===== config.mk =====
export PLATFORM = sky130hd
export DESIGN_NAME = alu_mc_unit
export DESIGN_NICKNAME = d
export VERILOG_FILES = /design/src/rtl/alu_mc_unit.sv
export SDC_FILE = /design/constraint.sdc
export NUM_CORES = 1
export LEC_CHECK = 0
export BUFFER_PORTS_ARGS = -buffer_cell sky130_fd_sc_hd__buf_4
export CAP_MARGIN = 15
export CELL_PAD_IN_SITES_DETAIL_PLACEMENT = 0
export CELL_PAD_IN_SITES_GLOBAL_PLACEMENT = 1
export CORE_UTILIZATION = 35
export DETAILED_ROUTE_END_ITERATION = 16
export PLACE_DENSITY = 0.71
export SLEW_MARGIN = 20
export SYNTH_ARGS = -nofsm -noshare
export SYNTH_HDL_FRONTEND = slang
export SYNTH_SLANG_ARGS = --single-unit
export TNS_END_PERCENT = 30

===== constraint.sdc =====
create_clock -name clk -period 9.1 [get_ports clk]
set_input_delay 0.455 -clock clk [delete_from_list [all_inputs] [get_ports clk]]
set_output_delay 0.455 -clock clk [all_outputs]
set_load 0.01 [all_outputs]

===== src/rtl/alu_mc_unit.sv =====
// ---------------------------------------------------------------------------
// alu_mc_unit -- multi-cycle integer ALU with a valid/ready handshake.
//
// Single-cycle ops (add/sub/and/or/xor/slt/sltu and illegal encodings) finish
// one cycle after accept. Shifts step one bit position per cycle. The optional
// shift-add multiplier takes XLEN iterations.
//
// Optional feature macro: ALU_MUL_EN
//   defined   -> MUL state, multiplier datapath and mul decode are present
//   undefined -> mul encodings decode as illegal (latency 1)
//
// Ports
//   clk, rst_n          : clock (rising edge), async active-low reset
//   in_valid / in_ready : request handshake (in_ready only while IDLE)
//   aluop, funct3, funct7b5, funct7b0, op5 : instruction fields to decode
//   src_a, src_b        : XLEN-bit operands
//   flush               : synchronous abort of any operation in flight
//   out_valid/out_ready : result handshake
//   result, zero, illegal, alu_ctrl : registered result and status
// ---------------------------------------------------------------------------
module alu_mc_unit #(
    parameter int XLEN = 32,
    parameter int SHW  = $clog2(XLEN)
) (
    input  logic            clk,
    input  logic            rst_n,
    input  logic            in_valid,
    output logic            in_ready,
    input  logic [1:0]      aluop,
    input  logic [2:0]      funct3,
    input  logic            funct7b5,
    input  logic            funct7b0,
    input  logic            op5,
    input  logic [XLEN-1:0] src_a,
    input  logic [XLEN-1:0] src_b,
    input  logic            flush,
    output logic            out_valid,
    input  logic            out_ready,
    output logic [XLEN-1:0] result,
    output logic            zero,
    output logic            illegal,
    output logic [3:0]      alu_ctrl
);

    // One extra counter bit so the multiplier can count XLEN iterations.
    localparam int CW = SHW + 1;

    localparam logic [3:0] CTRL_ADD  = 4'b0000;
    localparam logic [3:0] CTRL_SUB  = 4'b0001;
    localparam logic [3:0] CTRL_AND  = 4'b0010;
    localparam logic [3:0] CTRL_OR   = 4'b0011;
    localparam logic [3:0] CTRL_XOR  = 4'b0100;
    localparam logic [3:0] CTRL_SLT  = 4'b0101;
    localparam logic [3:0] CTRL_SLTU = 4'b0110;
    localparam logic [3:0] CTRL_SLL  = 4'b0111;
    localparam logic [3:0] CTRL_SRL  = 4'b1000;
    localparam logic [3:0] CTRL_SRA  = 4'b1001;
`ifdef ALU_MUL_EN
    localparam logic [3:0] CTRL_MUL  = 4'b1010;
`endif
    localparam logic [3:0] CTRL_ILL  = 4'b1111;

    typedef enum logic [1:0] {
        IDLE  = 2'd0,
        SHIFT = 2'd1,
`ifdef ALU_MUL_EN
        MUL   = 2'd2,
`endif
        DONE  = 2'd3
    } state_t;

    state_t          state_q, state_d;
    logic [XLEN-1:0] result_q, result_d;
    logic            zero_q, zero_d;
    logic            illegal_q, illegal_d;
    logic [3:0]      ctrl_q, ctrl_d;
    logic [CW-1:0]   cnt_q, cnt_d;
`ifdef ALU_MUL_EN
    logic [XLEN-1:0] mcand_q, mcand_d;
    logic [XLEN-1:0] mplier_q, mplier_d;
    logic [XLEN-1:0] mul_acc;
`endif

    logic [3:0]      dec_ctrl;
    logic [XLEN-1:0] alu_res;
    logic [XLEN-1:0] shift_step;
    logic            dec_is_shift;
    logic [SHW-1:0]  shamt;

    assign in_ready  = (state_q == IDLE);
    assign out_valid = (state_q == DONE);
    assign result    = result_q;
    assign zero      = zero_q;
    assign illegal   = illegal_q;
    assign alu_ctrl  = ctrl_q;
    assign shamt     = src_b[SHW-1:0];

    // Decode the instruction fields into the internal operation code.
    always_comb begin
        dec_ctrl = CTRL_ILL;
        case (aluop)
            2'b00: dec_ctrl = CTRL_ADD;
            2'b01: dec_ctrl = CTRL_SUB;
            2'b10: begin
                if (op5 && funct7b0) begin
                    // M-extension encodings; only plain mul is supported.
`ifdef ALU_MUL_EN
                    dec_ctrl = (funct3 == 3'b000) ? CTRL_MUL : CTRL_ILL;
`else
                    dec_ctrl = CTRL_ILL;
`endif
                end else begin
                    case (funct3)
                        3'b000:  dec_ctrl = (op5 && funct7b5) ? CTRL_SUB : CTRL_ADD;
                        3'b001:  dec_ctrl = CTRL_SLL;
                        3'b010:  dec_ctrl = CTRL_SLT;
                        3'b011:  dec_ctrl = CTRL_SLTU;
                        3'b100:  dec_ctrl = CTRL_XOR;
                        3'b101:  dec_ctrl = funct7b5 ? CTRL_SRA : CTRL_SRL;
                        3'b110:  dec_ctrl = CTRL_OR;
                        default: dec_ctrl = CTRL_AND;
                    endcase
                end
            end
            default: dec_ctrl = CTRL_ILL;
        endcase
    end

    // Single-cycle datapath; shifts, mul and illegal produce zero here.
    always_comb begin
        alu_res = '0;
        case (dec_ctrl)
            CTRL_ADD:  alu_res = src_a + src_b;
            CTRL_SUB:  alu_res = src_a - src_b;
            CTRL_AND:  alu_res = src_a & src_b;
            CTRL_OR:   alu_res = src_a | src_b;
            CTRL_XOR:  alu_res = src_a ^ src_b;
            CTRL_SLT:  alu_res = {{(XLEN-1){1'b0}}, ($signed(src_a) < $signed(src_b))};
            CTRL_SLTU: alu_res = {{(XLEN-1){1'b0}}, (src_a < src_b)};
            default:   alu_res = '0;
        endcase
    end

    assign dec_is_shift = (dec_ctrl == CTRL_SLL) || (dec_ctrl == CTRL_SRL) ||
                          (dec_ctrl == CTRL_SRA);

    // One bit position of the shift in flight.
    always_comb begin
        shift_step = '0;
        case (ctrl_q)
            CTRL_SLL: shift_step = {result_q[XLEN-2:0], 1'b0};
            CTRL_SRL: shift_step = {1'b0, result_q[XLEN-1:1]};
            default:  shift_step = {result_q[XLEN-1], result_q[XLEN-1:1]};
        endcase
    end

`ifdef ALU_MUL_EN
    // Shift-add step: add the shifted multiplicand when the multiplier LSB is set.
    assign mul_acc = mplier_q[0] ? (result_q + mcand_q) : result_q;
`endif

    // State register and datapath registers.
    always_ff @(posedge clk or negedge rst_n) begin
        if (!rst_n) begin
            state_q   <= IDLE;
            result_q  <= '0;
            zero_q    <= 1'b0;
            illegal_q <= 1'b0;
            ctrl_q    <= CTRL_ADD;
            cnt_q     <= '0;
`ifdef ALU_MUL_EN
            mcand_q   <= '0;
            mplier_q  <= '0;
`endif
        end else begin
            state_q   <= state_d;
            result_q  <= result_d;
            zero_q    <= zero_d;
            illegal_q <= illegal_d;
            ctrl_q    <= ctrl_d;
            cnt_q     <= cnt_d;
`ifdef ALU_MUL_EN
            mcand_q   <= mcand_d;
            mplier_q  <= mplier_d;
`endif
        end
    end

    // Next-state and datapath control. Flush overrides everything else.
    always_comb begin
        state_d   = state_q;
        result_d  = result_q;
        zero_d    = zero_q;
        illegal_d = illegal_q;
        ctrl_d    = ctrl_q;
        cnt_d     = cnt_q;
`ifdef ALU_MUL_EN
        mcand_d   = mcand_q;
        mplier_d  = mplier_q;
`endif
        if (flush) begin
            state_d = IDLE;
        end else begin
            case (state_q)
                IDLE: begin
                    if (in_valid) begin
                        ctrl_d    = dec_ctrl;
                        illegal_d = (dec_ctrl == CTRL_ILL);
                        cnt_d     = '0;
                        if (dec_is_shift) begin
                            result_d = src_a;
                            if (shamt == '0) begin
                                zero_d  = (src_a == '0);
                                state_d = DONE;
                            end else begin
                                cnt_d   = {1'b0, shamt};
                                state_d = SHIFT;
                            end
`ifdef ALU_MUL_EN
                        end else if (dec_ctrl == CTRL_MUL) begin
                            result_d = '0;
                            mcand_d  = src_a;
                            mplier_d = src_b;
                            cnt_d    = CW'(XLEN);
                            state_d  = MUL;
`endif
                        end else begin
                            result_d = alu_res;
                            zero_d   = (alu_res == '0);
                            state_d  = DONE;
                        end
                    end
                end
                SHIFT: begin
                    result_d = shift_step;
                    cnt_d    = cnt_q - CW'(1);
                    if (cnt_q == CW'(1)) begin
                        zero_d  = (shift_step == '0);
                        state_d = DONE;
                    end
                end
`ifdef ALU_MUL_EN
                MUL: begin
                    result_d = mul_acc;
                    mcand_d  = {mcand_q[XLEN-2:0], 1'b0};
                    mplier_d = {1'b0, mplier_q[XLEN-1:1]};
                    cnt_d    = cnt_q - CW'(1);
                    if (cnt_q == CW'(1)) begin
                        zero_d  = (mul_acc == '0);
                        state_d = DONE;
                    end
                end
`endif
                DONE: begin
                    if (out_ready) begin
                        state_d = IDLE;
                    end
                end
                default: state_d = IDLE;
            endcase
        end
    end

endmodule


==> out/metrics.cfg <==
[outcome]
outcome=completed

[global_routing]
grt_remaining_overflow=0
grt_antenna_before_repair=0
gr-usage-all-layers_pct=27.7
grt_max_degree=76
vias_in_the_first_global_route=9284
wire_length_of_the_first_global_routing_pass_um=56500

[finish]
layout-area-overhead-vs-synth_pct=12.6
multiInputGateArea_sq_um=6940
layout.area.seq_sq_um=1150
fraction_of_layout_cells_with_a_size_suffix_above_1_pct=14.0
fillerInstances=2726
final_area_sq_um=10000
fin_nets=1505
diodes=0

[worst_setup_path]
critPathKind=in -> reg
reg2regPathDepth=12
worst_ep_arrival_ns=4.65
critical_path.max_stage_delay_ns=0.59
cp.depth=15
crit_chain=buf_4, inv_1, ha_1, nor2b_1, o311a_1, a2111oi_0, o211a_1, o21ai_1, a221oi_2, nand2_1, a21bo_2, xor2_1, o21ai_0, a211o_1, a22o_1
crit_family=compound AO/OA/AOI/OAI gates
critPathLaunchType=input pin
crit_slowest_cell=ha_1
path_max_fanout=14
end_kind=flop
worst-path-buf-inv=2
critPathRequiredTime_ns=9.27

[die]
fp-row-count=58
ios=117
floorplan.initialDensity_pct=35.5
die_area_sq_um=26100
core_area_sq_um=25100
fp.dieW_um=162
fp.dieH_um=162

[placed_design]
port_buffers=116
post_dp_cell_area_sq_um=9880
final_estimated_routing_congestion_in_global_placement=1.01
place_hpwl_um=28200
place_worst_setup_slack_ns=4.49

[cts]
clock_tree.root_cell=clkbuf_16
cts_inserted_buffers=5
htreeDepth=2
clock_sinks=46
post_cts_resized=0
worstSkewPairLatency_ns=0.29
cts_tree=yes
post_cts_buffers=0
worst_setup_hold_path_clk_slew_ns=0.06
cts_hold_buffers=0
clock_path_buffers=2

[timing]
max_freq_ghz=0.224
unrepaired_setup_endpoints_after_global_routing=false
post_layout_worst_setup_margin_ns=4.63
min_period_ns=4.47
finClkSkew_ns=0.00446
worstMarginPinSlew_ns=0.988
report.final.hold_viol_count=0
report.final.setup_viol=0
worst_slew_margin_rel_pct=32.4
slew_viol_final=0
setup_total_negative_slack_ns=0
post-route-period-util_pct=49.2

[synthesis]
synth_top_area_cell=ha_1
synth_warnings=0
post_synth_instance_area_sq_um=8920
synth_async_sr_flop_share_pct=100
netlist-cell-type-count=91
synthDominantCellAreaShare_pct=16.1
synth.area.top_cells=ha_1 (16%), dfrtp_1 (13%), a21oi_1 (6.8%), nand2_1 (5.9%), o21ai_0 (4.6%)
ys_seq_elements=46
ys_seq_area_share_pct=12.9
synth_area_per_cell_sq_um=7.09
synth_enable_flop_cells=0
syn-instance-count=1258
syn-num-nets=1452
dominantRegCellSynth=dfrtp_1

[detailed_routing]
drt_iter0_markers=1249
route.detailed.vias_per_inst=6.14
routed-via-count=10100
drt_pre_antenna_iters=6
drc_errors=0
route.detailed.wl_per_inst_um=22.6
antenna_violating_nets_post_route=0
finalWirelength_um=37100

[min_path]
timing.hold.worst.class=in -> async

[pwr]
design_power_total_mw=1.28
vdd.ir_drop.worst_uv=85.9
power_density_nw_per_um2=127
leakagePower_nw=4.55

[flow_run]
maxcap_violations=0

logic make-up (layout without fill, tap and decap cells):
logic type               Yosys count  count (layout)  share of synthesized area (%)
buffers and inverters            193             247                           9.68
AO/OA/AOI/OAI                    460             460                           35.1
multiplexers                      18              18                           2.06
adder cells (fa/ha/maj)          117             117                           16.6
flip-flops                        46              46                           12.9
AND/OR/NAND/NOR                  409             409                           22.2
XOR/XNOR                          15              15                           1.47
power by group:
group | internal, mW | leakage [nW] | switching, mW | total, mW
logic | 0.289 | 3.89 | 0.439 | 0.729
clock network | 0.130 | 0.0781 | 0.0766 | 0.207
registers | 0.257 | 0.584 | 0.0851 | 0.342
total | 0.676 | 4.55 | 0.601 | 1.28
final cells by class:
| cell class | instances | area share [%] |
|---|---|---|
| clock buffer | 7 | 1.32 |
| clock inverter | 1 | 0.299 |
| inverter | 109 | 4.07 |
| multi-input combinational | 1019 | 69.0 |
| sequential | 46 | 11.5 |
| tap | 330 | 4.11 |
| timing repair buffer | 130 | 9.71 |
per-layer routing:
metal / part of all wire [%] / GRT usage, %
met1: 45 / 38.1
met2: 44 / 44.1
met3: 7.7 / 3.85
met4: 3.4 / 9.91
met5: 0 / 0
worst reg2reg max path, stage by stage (launching register included):
cell	delay [ns]
dfrtp_1	0.43
and4b_1	0.55
mux2_2	0.40
nand4b_1	0.19
nor3_1	0.22
a41oi_1	0.24
a21oi_1	0.32
nand4_1	0.12
nor3_1	0.23
nand4b_1	0.14
nor4_1	0.37
nand4_1	0.16
o41ai_2	0.31
Yosys cell counts (12+ instances only):
| cell type | n |
|---|---|
| nand3_1 | 23 |
| nor4_1 | 33 |
| nand4_1 | 13 |
| dfrtp_1 | 46 |
| nand2_1 | 141 |
| a211oi_1 | 26 |
| mux2i_1 | 15 |
| ha_1 | 115 |
| clkbuf_1 | 60 |
| xnor2_1 | 12 |
| a22oi_1 | 16 |
| o21ai_0 | 82 |
| a31oi_1 | 17 |
| nor2_1 | 90 |
| a21o_1 | 28 |
| o31ai_1 | 20 |
| a21oi_1 | 122 |
| o211ai_1 | 17 |
| nor3_1 | 34 |
| a311oi_1 | 19 |
| inv_1 | 107 |
path summary, 6_finish.rpt:
kind                                  start     endpoint  slack [ns]
min in group clk                  out_ready   state_q[1]        0.35
worst max-delay path               src_a[7]   result[30]        4.63
worst max register to register  alu_ctrl[3]         zero        5.30
worst min register to register      illegal      illegal        0.51
max in group asynchronous             rst_n  alu_ctrl[1]        8.49
worst min-delay path                  rst_n   result[23]        0.16
through the flow:
| stage | util (%) | hold WS (ns) | instances |
|---|---|---|---|
| CTS | 40.0 | 0.198 | 1642 |
| global route | 40.0 | 0.228 | 1642 |
| floorplan | - | 0.159 | 1258 |
| finish | 40.0 | 0.158 | 1642 |
| detailed placement | 39.4 | 0.492 | 1634 |
| global placement | 39.4 | 0.473 | 1634 |
placed cells by master (no fill, tap or decap), types with 5 or more instances in the layout:
cell / instances
a2111oi_0: 8
a211oi_1: 26
a21o_1: 28
a21oi_1: 121
a221oi_1: 7
a22oi_1: 16
a311oi_1: 19
a31oi_1: 17
and2_1: 5
and3_1: 8
buf_4: 130
clkbuf_16: 5
dfrtp_1: 46
ha_1: 115
inv_1: 107
mux2i_1: 15
nand2_1: 141
nand2b_1: 11
nand3_1: 23
nand4_1: 13
nor2_1: 89
nor2b_1: 10
nor3_1: 34
nor3b_1: 6
nor4_1: 33
o2111ai_1: 5
o211ai_1: 17
o21ai_0: 81
o21bai_1: 11
o221ai_1: 7
o22ai_1: 8
o31a_1: 5
o31ai_1: 19
or2_2: 7
or3_1: 5
xnor2_1: 12
sequential cells by signal, indices dropped and copies added (netlist names):
register and flops:
illegal 1, zero 1, state_q 2, cnt_q 6
alu_ctrl 4, result 32
No activity file was read; power rests on OpenSTA's default activity.
